<file path="src/rtl/rr_burst_arbiter.sv">
`default_nettype none
// ============================================================================
//  Module      : rr_burst_arbiter
//  Description : Round-robin burst arbiter. Shares one downstream valid/ready
//                port between NUM_REQ requesters. The owner keeps the port
//                until it marks a beat last or the hold limit forces it; the
//                grant then rotates to the next requester in order.
//  Revision    : 1.0 - initial release
// ============================================================================
module rr_burst_arbiter #(
    parameter int NUM_REQ  = 4,
    parameter int DATA_W   = 32,
    parameter int MAX_HOLD = 8,
    localparam int ID_W    = $clog2(NUM_REQ),
    localparam int CNT_W   = $clog2(MAX_HOLD + 1)
) (
    input  logic                      clk,
    input  logic                      rst,
    input  logic [NUM_REQ-1:0]        req_valid,
    input  logic [NUM_REQ*DATA_W-1:0] req_data,
    input  logic [NUM_REQ-1:0]        req_last,
    output logic [NUM_REQ-1:0]        req_ready,
    output logic                      out_valid,
    output logic [DATA_W-1:0]         out_data,
    output logic                      out_last,
    input  logic                      out_ready,
    output logic [NUM_REQ-1:0]        grant,
    output logic [ID_W-1:0]           grant_id,
    output logic                      busy
);

    // Beat index that is forced to close the burst.
    localparam logic [CNT_W-1:0] C_LAST_BEAT = CNT_W'(MAX_HOLD - 1);
    // Highest requester index; the round-robin pointer wraps after it.
    localparam logic [ID_W-1:0]  C_LAST_ID   = ID_W'(NUM_REQ - 1);

    typedef enum logic [0:0] {
        S_IDLE  = 1'b0,
        S_GRANT = 1'b1
    } state_t;

    state_t             r_state;
    state_t             w_state_nxt;
    logic [NUM_REQ-1:0] r_grant;
    logic [NUM_REQ-1:0] w_grant_nxt;
    logic [ID_W-1:0]    r_grant_id;
    logic [ID_W-1:0]    w_grant_id_nxt;
    logic [ID_W-1:0]    r_rr_ptr;
    logic [ID_W-1:0]    w_rr_ptr_nxt;
    logic [CNT_W-1:0]   r_beat_cnt;
    logic [CNT_W-1:0]   w_beat_cnt_nxt;

    logic               w_pick_found;
    logic [ID_W-1:0]    w_pick_id;
    logic [DATA_W-1:0]  w_lane_data [NUM_REQ];
    logic [DATA_W-1:0]  w_sel_data;
    logic               w_sel_valid;
    logic               w_sel_last;
    logic               w_in_grant;
    logic               w_xfer;

    // Split the flat payload bus into one word per requester.
    generate
        for (genvar gi = 0; gi < NUM_REQ; gi++) begin : g_lane
            assign w_lane_data[gi] = req_data[gi*DATA_W +: DATA_W];
            // Only the owner's ready follows the downstream accept.
            assign req_ready[gi]   = r_grant[gi] & out_ready;
        end
    endgenerate

    // Rotating-priority pick: first scan indices at or above the pointer,
    // then wrap around to the indices below it.
    always_comb begin
        w_pick_found = 1'b0;
        w_pick_id    = '0;
        for (int i = 0; i < NUM_REQ; i++) begin
            if (!w_pick_found && req_valid[i] && (ID_W'(i) >= r_rr_ptr)) begin
                w_pick_found = 1'b1;
                w_pick_id    = ID_W'(i);
            end
        end
        for (int i = 0; i < NUM_REQ; i++) begin
            if (!w_pick_found && req_valid[i]) begin
                w_pick_found = 1'b1;
                w_pick_id    = ID_W'(i);
            end
        end
    end

    // Owner lane selection for the forwarded handshake signals.
    always_comb begin
        w_sel_data  = w_lane_data[r_grant_id];
        w_sel_valid = req_valid[r_grant_id];
        w_sel_last  = req_last[r_grant_id];
    end

    assign w_in_grant = (r_state == S_GRANT);
    assign out_valid  = w_in_grant & w_sel_valid;
    assign out_last   = w_in_grant & (w_sel_last | (r_beat_cnt == C_LAST_BEAT));
    assign out_data   = w_in_grant ? w_sel_data : '0;
    assign w_xfer     = out_valid & out_ready;

    assign grant      = r_grant;
    assign grant_id   = r_grant_id;
    assign busy       = w_in_grant;

    // Next-state logic: arbitrate in IDLE, count beats and release in GRANT.
    always_comb begin
        w_state_nxt    = r_state;
        w_grant_nxt    = r_grant;
        w_grant_id_nxt = r_grant_id;
        w_rr_ptr_nxt   = r_rr_ptr;
        w_beat_cnt_nxt = r_beat_cnt;
        case (r_state)
            S_IDLE: begin
                if (w_pick_found) begin
                    w_state_nxt    = S_GRANT;
                    w_grant_nxt    = NUM_REQ'(1) << w_pick_id;
                    w_grant_id_nxt = w_pick_id;
                    w_beat_cnt_nxt = '0;
                end
            end
            S_GRANT: begin
                if (w_xfer) begin
                    if (out_last) begin
                        // Release: pointer moves past the owner so everyone
                        // else is considered before it again.
                        w_state_nxt    = S_IDLE;
                        w_grant_nxt    = '0;
                        w_beat_cnt_nxt = '0;
                        w_rr_ptr_nxt   = (r_grant_id == C_LAST_ID) ? '0
                                                                   : r_grant_id + ID_W'(1);
                    end else begin
                        w_beat_cnt_nxt = r_beat_cnt + CNT_W'(1);
                    end
                end
            end
            default: begin
                w_state_nxt = S_IDLE;
                w_grant_nxt = '0;
            end
        endcase
    end

    // State and arbitration registers; reset abandons any partial burst.
    always_ff @(posedge clk or posedge rst) begin
        if (rst) begin
            r_state    <= S_IDLE;
            r_grant    <= '0;
            r_grant_id <= '0;
            r_rr_ptr   <= '0;
            r_beat_cnt <= '0;
        end else begin
            r_state    <= w_state_nxt;
            r_grant    <= w_grant_nxt;
            r_grant_id <= w_grant_id_nxt;
            r_rr_ptr   <= w_rr_ptr_nxt;
            r_beat_cnt <= w_beat_cnt_nxt;
        end
    end

`ifndef SYNTHESIS
    // Grant is one-hot while owned and empty while idle.
    a_grant_onehot : assert property (@(posedge clk) disable iff (rst)
        $onehot0(r_grant));
    a_busy_grant   : assert property (@(posedge clk) disable iff (rst)
        busy == (r_grant != '0));
    a_grant_match  : assert property (@(posedge clk) disable iff (rst)
        busy |-> r_grant[r_grant_id]);
    a_id_range     : assert property (@(posedge clk) disable iff (rst)
        (r_grant_id <= C_LAST_ID) && (r_rr_ptr <= C_LAST_ID));
    a_cnt_range    : assert property (@(posedge clk) disable iff (rst)
        r_beat_cnt < CNT_W'(MAX_HOLD));
`endif

endmodule
`default_nettype wire

</file>
<file path="config.mk">
export PLATFORM = sky130hd
export DESIGN_NAME = rr_burst_arbiter
export DESIGN_NICKNAME = d
export VERILOG_FILES = /design/src/rtl/rr_burst_arbiter.sv
export SDC_FILE = /design/constraint.sdc
export NUM_CORES = 1
export LEC_CHECK = 0
export ABC_CLOCK_PERIOD_IN_PS = 4500
export CAP_MARGIN = 10
export CORE_MARGIN = 1.5
export CORE_UTILIZATION = 30
export DETAILED_ROUTE_END_ITERATION = 16
export PLACE_DENSITY = 0.95
export SKIP_CTS_REPAIR_TIMING = 1
export SLEW_MARGIN = 25
export SYNTH_ARGS = -nofsm -noshare
export SYNTH_HDL_FRONTEND = slang
export SYNTH_SLANG_ARGS = --single-unit
</file>
<file path="constraint.sdc">
create_clock -name clk -period 4.5 [get_ports clk]
set_input_delay 0.9 -clock clk [delete_from_list [all_inputs] [get_ports clk]]
set_output_delay 0.9 -clock clk [all_outputs]
set_load 0.05 [all_outputs]
</file>
==> summary.txt <==
fill cell count: 446
GP Congestion: 0.8560
crit path kind: input pin to primary output
I/O pin total: 184
Post-Syn Area: 1734 um^2
Max Transition Viols Final: 0
Syn-to-layout area delta: 112.0%
Reg2Reg Setup Slack: 2.34 ns
Critical Path Slowest Stage Cell: clkdlybuf4s50_1
Tot GR Track Use: 21.91%
slowest stage delay, CP: 0.70 ns
Slew HR: 62.65%
final hold violations: 0
critical-path cell list: clkdlybuf4s50_1 -> mux4_2 -> nor2_1 -> nor2_1 -> clkdlybuf4s50_1
Inserted Diodes: 0
Die Span Y: 79.03 um
DP HPWL: 6.041 mm
sw frac: 53.60%
Setup crit end kind: primary output
Clock Pin Slew Worst Setup and Hold Paths: 0.05 ns
1st-iter DRT viols: 68
DIE AREA: 6246 um^2
Clock Latency Late Sink: 0.24 ns
power per cell area: 605.2 nW/um^2
Int Pwr: 0.001033 W
starting density of the core: 31.30%
clock tree buffer depth: 2
Period minus WS final: 3.723 ns
syn avg cell area: 11.26 um^2
Peak Freq: 268.6 MHz
I/O Buffers: 183
Yosys reg bits: 13
number of remaining DRC errors: 0
sequential area share after synthesis: 18.76%
clock network power share: 4.6%
global routing usage on met1: 21.47%
YS warnings: 0
synth unique cells: 32
sum of negative setup slack: 0 ns
switching pwr: 0.001193 W
CTS buffer count: 3
die extent in x: 79.03 um
nets: 473
Final setup viols: 0
Post-Route WL: 7.115 mm
vias in the first global route: 2235
most common cell after layout, fill and taps aside: clkdlybuf4s50_1
GR peak layer: met2
Hold WS: 0.5341 ns
CP Max Fanout: 5
met2 Use GR: 43.16%
Sequential Power Share: 11.5%
VDD IR max: 0.3605 mV
CTS sink count: 13
CP required: 3.60 ns
Period Utilization, post-route: 82.72%
Avg Vias per Cell: 5.308
status: finished clean
CP Launch Type: input pin
layout cell share with drive strength beyond 1: 13.60%
grt ovf: 0
Lkg Pwr: 1.363 nW
crit path DAT: 2.82 ns
unrepaired setup endpoints after global routing: no
Synth area leader: mux4_2
Hold Crit Class: flip-flop to flip-flop
post-synthesis cell count: 154
Final Skew: 0.007216 ns
Comb power frac: 83.9%
max-cap violations: 0
post-route ant nets: 0
# rows: 27
first-pass GRT wire length: 10.58 mm
H-Tree Level Count: 1
Avg WL per Cell: 17.66 um
DR vias: 2139
main area contributors after synthesis: mux4_2 (44%), dfrtp_1 (19%), and2_1 (14%)
core area: 5540 um^2
Pre-antenna DRT Iters: 4
Worst Tran Pin Value: 0.5602 ns
Root Buffer: clkbuf_8
antenna violations before repair: 0
met3 usage: 7.126%
largest net degree at the start of global routing: 41
most frequent cells in the layout: clkdlybuf4s50_1 (183), and2_1 (38), mux4_2 (34)
clock tree from TritonCTS: yes
area share of the largest cell type after synthesis: 44.16%
Mapped Nets: 295
==> cell usage after synthesis (all sizes together) <==
library cell and number:
and2 38, mux4 34, dfrtp 13, clkbuf 7, buf 6, nand3 6
nor2 6, a21oi 5, nand2 5, o21ai 5, inv 4, a21o 2
a22o 2, ha 2, nand2b 2, nor2b 2, o31ai 2, a211o 1
a211oi 1, a21boi 1, a311oi 1, and3 1, and3b 1, mux2 1
nor3 1, nor4 1, o2111ai 1, o2bb2ai 1, or2 1, or4b 1
==> critical path: cells and delay by family <==
| family | cells | cell delay, ns |
|---|---|---|
| muxes | 1 | 0.53 |
| buffers and inverters | 2 | 1.09 |
| and+or+nand+nor | 2 | 0.30 |
==> metal layers <==
layer | share of wire, % | wire length [um]
met2 | 55 | 3925
met1 | 33 | 2316
met3 | 9.9 | 705
met5 | 0 | 0
met4 | 2.4 | 168
==> flip-flops by register name, indices dropped and copies added (netlist names) <==
register,flops
r_beat_cnt,4
r_rr_ptr,2
grant_id,2
grant,4
busy,1
==> power by group through the flow <==
stage / Clock (W) / Combinational [W] / Sequential (W)
global route: 0.000110 / 0.00195 / 0.000273
finish: 0.000102 / 0.00187 / 0.000257
CTS: 0.000104 / 0.00188 / 0.000260
floorplan: 0 / 0.00124 / 0.000276
detailed placement: 0 / 0.00188 / 0.000263
global placement: 0 / 0.00185 / 0.000259
==> cell type report <==
class                           instances  area (um^2)  share of cell area, %
Timing Repair Buffer                  186         1867                  50.77
Clock buffer                            4        45.04                  1.225
Tap cell                               72        90.09                  2.450
Sequential cell                        13        327.8                  8.915
Inverter                                4        15.01                 0.4083
Multi-Input combinational cell        124         1333                  36.24
==> stage by stage <==
step / power, W / setup slack [ns] / cells / area (um^2) / util (%)
floorplan: 0.001517 / 1.596 / 154 / 1734 / -
global placement: 0.002109 / 0.7828 / 399 / 3631 / 65.54
detailed placement: 0.002140 / 0.7827 / 399 / 3631 / 65.54
CTS: 0.002245 / 0.7812 / 403 / 3676 / 66.35
global route: 0.002335 / 0.6745 / 403 / 3677 / 66.37
finish: 0.002225 / 0.7774 / 403 / 3677 / 66.37
==> path summary, 6_finish.rpt <==
| path | startpoint | endpoint | cells after the start |
|---|---|---|---|
| hold / removal | grant[2] | grant[2] | 1 |
| max in group asynchronous | rst | grant_id[0] | 2 |
| min in group asynchronous | rst | r_beat_cnt[3] | 2 |
| hold reg to reg | grant[2] | grant[2] | 1 |
| setup / recovery | req_last[3] | out_last | 5 |
| setup reg to reg | grant_id[0] | r_rr_ptr[1] | 3 |
==> cells by family after synthesis <==
family,count (synthesis),synth area share [%]
buffers and inverters,17,4.401
adders and majority gates,2,1.443
DFF,13,18.76
muxes,35,44.80
and+or+nand+nor,65,21.72
AOI/OAI and AO/OA,22,8.874
(Power assumes the default switching activity.)
